==> src/rtl/mul_seq_pkg.sv <==
// mul_seq_pkg: op encodings, FSM states and partial-product helpers
// shared by the RV32M multiply sequencer.
package mul_seq_pkg;

    localparam int PP_COUNT = 4;

    typedef enum logic [1:0] {
        OP_MUL    = 2'b00,
        OP_MULH   = 2'b01,
        OP_MULHSU = 2'b10,
        OP_MULHU  = 2'b11
    } op_e;

    typedef enum logic [2:0] {
        S_IDLE,
        S_ISSUE,
        S_COLLECT,
        S_FIX,
        S_DONE
    } state_e;

    // Weight of partial product k: aL*bL, aL*bH, aH*bL, aH*bH.
    function automatic logic [63:0] pp_term(input logic [1:0]  k,
                                            input logic [31:0] p);
        logic [63:0] w_full;
        logic [63:0] w_res;
        w_full = {32'b0, p};
        unique case (k)
            2'd0:    w_res = w_full;
            2'd3:    w_res = w_full << 32;
            default: w_res = w_full << 16;
        endcase
        return w_res;
    endfunction

endpackage

==> src/rtl/mul_hi_fixup.sv <==
// mul_hi_fixup: turns the high word of an unsigned 32x32 product into
// the signed/signed or signed/unsigned high word (mod 2^32).
module mul_hi_fixup
    import mul_seq_pkg::*;
(
    input  logic [31:0] i_hi,
    input  logic [31:0] i_a,
    input  logic [31:0] i_b,
    input  op_e         i_op,
    output logic [31:0] o_hi
);

    logic [31:0] w_corr_a;
    logic [31:0] w_corr_b;

    assign w_corr_a = i_a[31] ? i_b : 32'b0;
    assign w_corr_b = i_b[31] ? i_a : 32'b0;

    always_comb begin
        o_hi = i_hi;
        unique case (i_op)
            OP_MULH:   o_hi = i_hi - w_corr_a - w_corr_b;
            OP_MULHSU: o_hi = i_hi - w_corr_a;
            default:   o_hi = i_hi;
        endcase
    end

endmodule

==> src/rtl/mul_sequencer.sv <==
// mul_sequencer: drives a shared registered 32x32 multiplier for RV32M MUL/MULH*.
// Optional MUL_FUSE_EN: a MUL matching the last MULH* operands reuses its low word.
module mul_sequencer
    import mul_seq_pkg::*;
#(
    parameter int MUL_LAT = 1,
    parameter int TAG_W   = 5
) (
    input  logic             CLK_0,
    input  logic             RESETN_0,
    input  logic             req_valid,
    output logic             req_ready,
    input  logic [1:0]       req_op,
    input  logic [31:0]      req_rs1,
    input  logic [31:0]      req_rs2,
    input  logic [TAG_W-1:0] req_tag,
    input  logic             flush,
    output logic             res_valid,
    input  logic             res_ready,
    output logic [31:0]      res_data,
    output logic [TAG_W-1:0] res_tag,
    output logic [31:0]      mul_a,
    output logic [31:0]      mul_b,
    output logic             mul_ce,
    input  logic [31:0]      mul_p
);

    localparam int CNT_W = $clog2(PP_COUNT + MUL_LAT + 1);
    localparam logic [CNT_W-1:0] LAT = CNT_W'(MUL_LAT);
    localparam logic [CNT_W-1:0] ONE = CNT_W'(1);

    state_e           r_state;
    state_e           w_next;
    op_e              r_op;
    logic [31:0]      r_a;
    logic [31:0]      r_b;
    logic [31:0]      r_res;
    logic [TAG_W-1:0] r_tag;
    logic [CNT_W-1:0] r_cnt;
    logic [63:0]      r_acc;

    logic             w_accept;
    logic             w_hit;
    logic             w_cap;
    logic             w_issue;
    logic [CNT_W-1:0] w_n_issue;
    logic [CNT_W-1:0] w_last;
    logic [1:0]       w_k;
    logic [31:0]      w_fix_hi;
    logic [31:0]      w_fuse_lo;

    assign w_accept  = (r_state == S_IDLE) && req_valid && !flush;
    assign w_n_issue = (r_op == OP_MUL) ? ONE : CNT_W'(PP_COUNT);
    assign w_last    = w_n_issue + LAT;
    assign w_issue   = (r_state == S_ISSUE) && !w_hit;
    // Products issued k cycles ago surface MUL_LAT cycles later.
    assign w_k       = 2'(r_cnt - LAT);
    assign w_cap     = (w_issue || r_state == S_COLLECT) && (r_cnt >= LAT);

`ifdef MUL_FUSE_EN
    logic [31:0] r_fz_a;
    logic [31:0] r_fz_b;
    logic [31:0] r_fz_lo;
    logic        r_fz_v;
    logic        r_hit;

    always_ff @(posedge CLK_0 or negedge RESETN_0) begin
        if (!RESETN_0) begin
            r_fz_a  <= '0;
            r_fz_b  <= '0;
            r_fz_lo <= '0;
            r_fz_v  <= 1'b0;
            r_hit   <= 1'b0;
        end else if (flush) begin
            r_fz_v <= 1'b0;
            r_hit  <= 1'b0;
        end else begin
            if (w_accept)
                r_hit <= (req_op == OP_MUL) && r_fz_v &&
                         (req_rs1 == r_fz_a) && (req_rs2 == r_fz_b);
            if (r_state == S_FIX) begin
                r_fz_a  <= r_a;
                r_fz_b  <= r_b;
                r_fz_lo <= r_acc[31:0];
                r_fz_v  <= 1'b1;
            end
        end
    end

    assign w_hit     = r_hit && (r_state == S_ISSUE);
    assign w_fuse_lo = r_fz_lo;
`else
    assign w_hit     = 1'b0;
    assign w_fuse_lo = '0;
`endif

    always_comb begin
        w_next = r_state;
        unique case (r_state)
            S_IDLE:
                if (w_accept) w_next = S_ISSUE;
            S_ISSUE:
                if (w_hit) w_next = S_DONE;
                else if (r_cnt == w_n_issue - ONE) w_next = S_COLLECT;
            S_COLLECT:
                if (r_cnt == w_last - ONE)
                    w_next = (r_op == OP_MUL) ? S_DONE : S_FIX;
            S_FIX:
                w_next = S_DONE;
            S_DONE:
                if (res_ready) w_next = S_IDLE;
            default:
                w_next = S_IDLE;
        endcase
        if (flush) w_next = S_IDLE;
    end

    always_ff @(posedge CLK_0 or negedge RESETN_0) begin
        if (!RESETN_0) begin
            r_state <= S_IDLE;
            r_op    <= OP_MUL;
            r_a     <= '0;
            r_b     <= '0;
            r_res   <= '0;
            r_tag   <= '0;
            r_cnt   <= '0;
            r_acc   <= '0;
        end else begin
            r_state <= w_next;
            if (flush) begin
                r_acc <= '0;
            end else if (w_accept) begin
                r_op  <= op_e'(req_op);
                r_a   <= req_rs1;
                r_b   <= req_rs2;
                r_tag <= req_tag;
                r_cnt <= '0;
                r_acc <= '0;
            end else begin
                if (r_state == S_ISSUE || r_state == S_COLLECT)
                    r_cnt <= r_cnt + ONE;
                if (w_cap) begin
                    if (r_op == OP_MUL) r_res <= mul_p;
                    else r_acc <= r_acc + pp_term(w_k, mul_p);
                end
                if (w_hit) r_res <= w_fuse_lo;
                if (r_state == S_FIX) r_res <= w_fix_hi;
            end
        end
    end

    mul_hi_fixup u_fix (
        .i_hi (r_acc[63:32]),
        .i_a  (r_a),
        .i_b  (r_b),
        .i_op (r_op),
        .o_hi (w_fix_hi)
    );

    always_comb begin
        mul_a = '0;
        mul_b = '0;
        if (w_issue) begin
            if (r_op == OP_MUL) begin
                mul_a = r_a;
                mul_b = r_b;
            end else begin
                unique case (r_cnt[1:0])
                    2'd0: begin mul_a = {16'b0, r_a[15:0]};  mul_b = {16'b0, r_b[15:0]};  end
                    2'd1: begin mul_a = {16'b0, r_a[15:0]};  mul_b = {16'b0, r_b[31:16]}; end
                    2'd2: begin mul_a = {16'b0, r_a[31:16]}; mul_b = {16'b0, r_b[15:0]};  end
                    2'd3: begin mul_a = {16'b0, r_a[31:16]}; mul_b = {16'b0, r_b[31:16]}; end
                endcase
            end
        end
    end

    assign mul_ce    = w_issue ||
                       ((r_state == S_COLLECT) && (r_cnt < w_last - ONE));
    assign req_ready = (r_state == S_IDLE) && !flush;
    assign res_valid = (r_state == S_DONE);
    assign res_data  = r_res;
    assign res_tag   = r_tag;

endmodule

==> config.mk <==
export PLATFORM = sky130hd
export DESIGN_NAME = mul_sequencer
export DESIGN_NICKNAME = d
export VERILOG_FILES = /design/src/rtl/mul_seq_pkg.sv /design/src/rtl/mul_hi_fixup.sv /design/src/rtl/mul_sequencer.sv
export SDC_FILE = /design/constraint.sdc
export NUM_CORES = 1
export LEC_CHECK = 0
export CELL_PAD_IN_SITES_DETAIL_PLACEMENT = 1
export CELL_PAD_IN_SITES_GLOBAL_PLACEMENT = 2
export CORE_MARGIN = 2
export CORE_UTILIZATION = 36
export DETAILED_ROUTE_END_ITERATION = 16
export MAX_ROUTING_LAYER = met4
export PLACE_DENSITY_LB_ADDON = 0.1
export SYNTH_ARGS = -nofsm -noshare
export SYNTH_HDL_FRONTEND = slang
export SYNTH_SLANG_ARGS = --single-unit
export TNS_END_PERCENT = 10
==> constraint.sdc <==
create_clock -name CLK_0 -period 9.6 [get_ports CLK_0]
set_input_delay 1.92 -clock CLK_0 [delete_from_list [all_inputs] [get_ports CLK_0]]
set_output_delay 1.92 -clock CLK_0 [all_outputs]
set_load 0.05 [all_outputs]
---- After elaboration in Yosys (flattened, before gate mapping) ----
Index checks and enable logic that the tools add are counted.
storage, ports and cells
  bits of input ports ..................... 108
  word-level logic and storage cells ...... 93
  output and inout bits ................... 104
  flip-flop bits (word level) ............. 173
operators by class
  reductions and logical operators ........ 25
  equality and inequality tests ........... 17
  magnitude comparators ................... 2
  muxes and demuxes ....................... 31
  add/subtract/negate cells ............... 8
  bitwise operators ....................... 2
operators by type and width
  kind                                                                     count
  64-bit two-way mux                                                       8
  32-bit two-way mux                                                       9
  32-bit case mux with 2 select lines                                      3
  64-bit case mux with 2 select lines                                      1
  64-bit adder                                                             1
  32-bit subtractor                                                        2
  3-bit two-way mux                                                        9
  3-bit case mux with 5 select lines                                       1
  3-bit by 2-bit inequality test with 1-bit output, second input constant  3
  2-bit == test, second input constant                                     4
  4-bit AND reduction                                                      2
  2-bit OR reduction                                                       4
  3-bit by 1-bit adder with 3-bit output, second input constant            2
  3-bit by 2-bit == test with 1-bit output, second input constant          2
  3-bit == test                                                            2
  2-bit zero test                                                          3
  3-bit inequality test, second input constant                             2
  2-bit AND reduction                                                      3
  2-bit nonzero test                                                       3
  3-bit by 1-bit subtractor with 3-bit output, second input constant       2
  1-bit logical AND                                                        5
  2-bit by 1-bit == test with 1-bit output, second input constant          2
  3-bit by 1-bit == test with 1-bit output, second input constant          1
  3-bit == test, second input constant                                     1
  other kinds (8)                                                          10

---- Longest topological paths before layout ----
  word-level depth ........................ 12
  gate-level depth with buffers ........... 24
  depth with buffers taken out ............ 23

---- Cells and area by module ----
Synthesis repeated with hierarchy kept, for this count alone.
unflattened totals
  cell total of the unflattened synthesis .. 2,058
  area, all modules ....................... 16,329.4 µm²
modules (own cells, without submodules)
  module         times used  cells each  area an instance (µm²)  seq. area each (µm²)
  mul_sequencer  1           1,433       12,249.2                4,329.2
  mul_hi_fixup   1           625         4,080.2                 0.0

---- Worst setup path before layout ----
No wires, ideal clock.
  path type ............................... input-to-output
  from .................................... in flush
  to ...................................... out req_ready
  stages .................................. 1
  path slack .............................. 4.245 ns
  path buffers ............................ 0
  required time ........................... 7.680 ns
  arrival time ............................ 3.435 ns
  cell sequence ........................... nor4_1
between the ends
  cells in the longest elaborated chain, start to end .. 2
RTL lines
  element            RTL line              RTL
  from (decl)        mul_sequencer.sv:17   input logic flush,
  1-bit zero test    mul_sequencer.sv:180  assign req_ready = (r_state == S_IDLE) && !flush;
  1-bit logical AND  mul_sequencer.sv:180
  to (decl)          mul_sequencer.sv:12   output logic req_ready,
No other way between the ends.

---- Worst setup path after layout ----
  from .................................... reg r_cnt[1]
  to ...................................... out mul_b[2]
between the ends
  cells in the longest elaborated chain, start to end .. 5
  elaborated cells between the ends (all ways) .. 9
  classes of those cells .................. 3 x eq/ne; 3 x mux; 3 x reduce/logical
RTL lines
  element                                      RTL line              RTL
  from (decl)                                  mul_sequencer.sv:39   logic [CNT_W-1:0] r_cnt;
  from (signal assigned)                       mul_sequencer.sv:141  r_cnt <= r_cnt + ONE;
  2-bit == test, or another cell as far along  mul_sequencer.sv:168  unique case (r_cnt[1:0])
  2-bit OR reduction (no line)                 n/a
  32-bit case mux with 2 select lines *        mul_sequencer.sv:168
  32-bit two-way mux *                         mul_sequencer.sv:164  if (r_op == OP_MUL) begin
  32-bit two-way mux *                         mul_sequencer.sv:163  if (w_issue) begin
  to (decl)                                    mul_sequencer.sv:23   output logic [31:0] mul_b,
Every way passes the cells marked *; elsewhere a longest branch is shown, timed or not. The select of a mux whose other input is x is not followed.

==> metrics.txt <==
met1 Use GR 0.387; clock sinks ~170; share of the synthesized area in the top cell type 0.271; Die W about 210 um; Pleak roughly 8.4 nW; critical path peak fanout 57; Max rail drop VDD approximately 0.24 mV; Layout area overhead 20.3%; gpl congestion around 0.9; Primary FF master, synth dfrtp_1; setup TNS 0 ns; Crit path top cell by count nor2_1; met3 GRT Util 0.0552; CP Launch Type flip-flop; top area cells in the synthesized netlist dfrtp_1, ha_1, nand2_1; xor/xnor share of the synthesized area 0.0574; initial antenna violation count 2; first-pass GRT wire length 103 mm; Hold Slack about 0.49 ns; Critical Path AT 4.23 ns; post-detail-place hpwl around 52 mm; crit path max-delay cell type nor2_1; max-cap violations 0; H-tree levels 4; Rows 77; height of the die roughly 210 um; Slew HR 0.270; Initial Util 0.363; IO Port Bufs between 200 and 250; Post-Synth Simple-Gate Area 0.217; worst-margin pin slew 1.09 ns; Final Slew Violations 0; Routed wire per std cell 24.3 um; Crit Path Class flip-flop to output pin; Worst-Skew Late Latency about 0.52 ns; CTS buffer count 17; Residual DRC 0; Syn Inst Count between 2000 and 2500; setup slack, reg-to-reg 3.93 ns; Clk pwr share 0.091; Hold Crit Depth 2; nets between 2000 and 2500; worst min path class flip-flop to flip-flop; FF+latch count, synth ~170; CTS Hold Buffers Added 0; net switching power 4.73 mW; Distinct cells, synth between 80 and 90; Pwr Total 8.41 mW; WL final about 68 mm; largest family of logic cells by synthesized area compound AO/OA/AOI/OAI gates; vias in the first global route around 17000; origin of the critical flop-to-flop path r_a[31]; Comb pwr share 0.747; gr usage total 0.304; Largest stage delay, worst path about 0.88 ns; number of synthesized flops with an enable pin 0; maximum clock rate approximately 160 MHz; Post-CTS Setup Bufs 0; Worst Hold End res_data[2]; fin crit share 0.641; status completed; share of layout cells above drive strength 1 0.0764; Critical R2R Capture res_data[31]; mux cell area share after synthesis 0.0564; Cell Int Power between 3 and 4 mW; Fill cells ~5400; Synth area leader dfrtp_1; CP Data Required Time 7.68 ns; Post-CTS Resized 0; Worst Hold Launch res_data[2]; worst path cell trace inv_1, ha_1, buf_4, nor2_1, nor2_1, nand2_1, a21oi_1, clkdlybuf4s50_1; register area share after synthesis 0.271; Root Driver clkbuf_16; post-DR vias/cell between 5 and 6; clock slew at reported path FFs roughly 0.080 ns; synthesized area per cell 7.87 um^2; adder-cell share of the synthesized area 0.109; Switching Share 0.563; pin count of the biggest net entering global routing 73; Sequential Power Share 0.162; GRT Max-Usage Layer met2; full die area between 40000 and 50000 um^2; Detail Route Antenna Nets 0; Vias about 16000; CTS tree done; Net Count, Synth ~2300; met2 Use GR 0.486; TritonRoute pass-1 iters 5; Final min period 6.15 ns; clock skew between 0.01 and 0.015 ns; boundary pin count between 200 and 250; Core Region 43900 um^2; Power Density ~440 nW/um^2; Critical Path End Type output pin; cell area after synthesis 16000 um^2; Compound-Gate Fraction of Synth Area 0.254; unrepaired setup endpoints after global routing false; Hold Fails Final Rpt 0; CTS Buffer Depth 2; DR iter-0 viols between 1000 and 1500; Setup violations, final 0; r2r worst-path depth 22; grt ovf 0; Async SR Flop Fraction 1.00; yosys warns 0
## per-layer routing
metal  part of all wire  up-vias
met4              0.029        0
met1               0.45     7949
li1                   -     7584
met3              0.054       78
met5                  0        -
met2               0.47      412
## cell families after synthesis
logic type,after synthesis
AOI/OAI and AO/OA,630
and+or+nand+nor,757
adders and majority gates,137
muxes,81
xor gates and xnor gates,103
DFF,173
buffers and inverters,146
## final cells by class
cell class                 instances  area, um^2  area share
multi-input combinational       1708       11100       0.578
sequential                       173        4330       0.226
timing repair buffer             230        2260       0.118
tap                              592         741      0.0386
clock buffer                      18         439      0.0229
clock inverter                    14         165     0.00861
inverter                          42         158     0.00822
antenna                            3        7.51    0.000391
## cell usage after synthesis, drive strengths merged, types with 4 or more instances
master  instances
o21a           21
a31oi          17
a211oi         16
xnor2          60
nand4          15
o21ai         131
o21bai         28
nor2b          16
nand2b         33
nand3          40
nor4            8
nor2          116
o22ai           5
and3           55
a22o           12
a22oi           4
o221ai          7
a41oi           4
or2             8
mux2           71
a21o           57
mux2i          10
a21boi          7
nor3           45
dfrtp         173
o31ai           5
and4            5
o211ai         10
buf             7
clkbuf         97
inv            42
a221oi         25
a21oi         239
ha            134
o41ai           5
and2           38
xor2           42
nand2         362
or3            11
## power groups by stage
stage | registers [mW] | clock network (mW) | logic (mW)
3_3_place_gp | 1.37 | 0 | 6.10
3_5_place_dp | 1.38 | 0 | 6.21
4_1_cts | 1.37 | 0.786 | 6.25
2_1_floorplan | 1.41 | 0 | 4.29
6_report | 1.36 | 0.768 | 6.28
5_1_grt | 1.39 | 0.809 | 6.87
## through the flow
stage	cell area (um^2)	worst slack [ns]	utilization	std cells
floorplan	16000	4.24	-	2027
global placement	18600	3.80	0.423	2745
detailed placement	18600	3.78	0.423	2745
CTS	19200	3.47	0.437	2777
global route	19200	3.20	0.437	2780
finish	19200	3.45	0.437	2780
## worst max-delay path: cells and delay by family (launching register included)
family / cells / cell delay [ns]
buffers and inverters: 3 / 1.52
and+or+nand+nor: 3 / 1.28
DFF: 1 / 0.46
adders and majority gates: 1 / 0.17
AOI/OAI and AO/OA: 1 / 0.28
## registers in the layout, indices dropped and copies added, names as in the netlist
signal / flops
r_a: 32
r_acc: 64
r_b: 32
r_cnt: 3
r_op: 2
r_state: 3
res_data: 32
res_tag: 5
## worst max-delay path by stage
stage / end / depth (start not counted) / start / slack [ns]
after detailed placement: req_ready / 3 / flush / 3.78
final: mul_b[2] / 8 / r_cnt[1] / 3.45
after global placement: req_ready / 3 / flush / 3.80
after floorplan: req_ready / 1 / flush / 4.24
after global routing: mul_b[13] / 8 / r_cnt[1] / 3.20
after CTS: mul_b[13] / 8 / r_cnt[1] / 3.47
## layout by cell type (no fill, tap or decap), drive strengths merged, types with 20 or more instances in the layout
master         instances
nand2                362
a21oi                239
clkdlybuf4s50        210
dfrtp                173
ha                   134
o21ai                131
nor2                 116
mux2                  71
xnor2                 60
a21o                  57
and3                  55
inv                   51
nor3                  45
xor2                  42
nand3                 40
and2                  38
nand2b                33
o21bai                28
a221oi                25
o21a                  21
buf                   20
No activity file was read; power rests on OpenSTA's default activity.
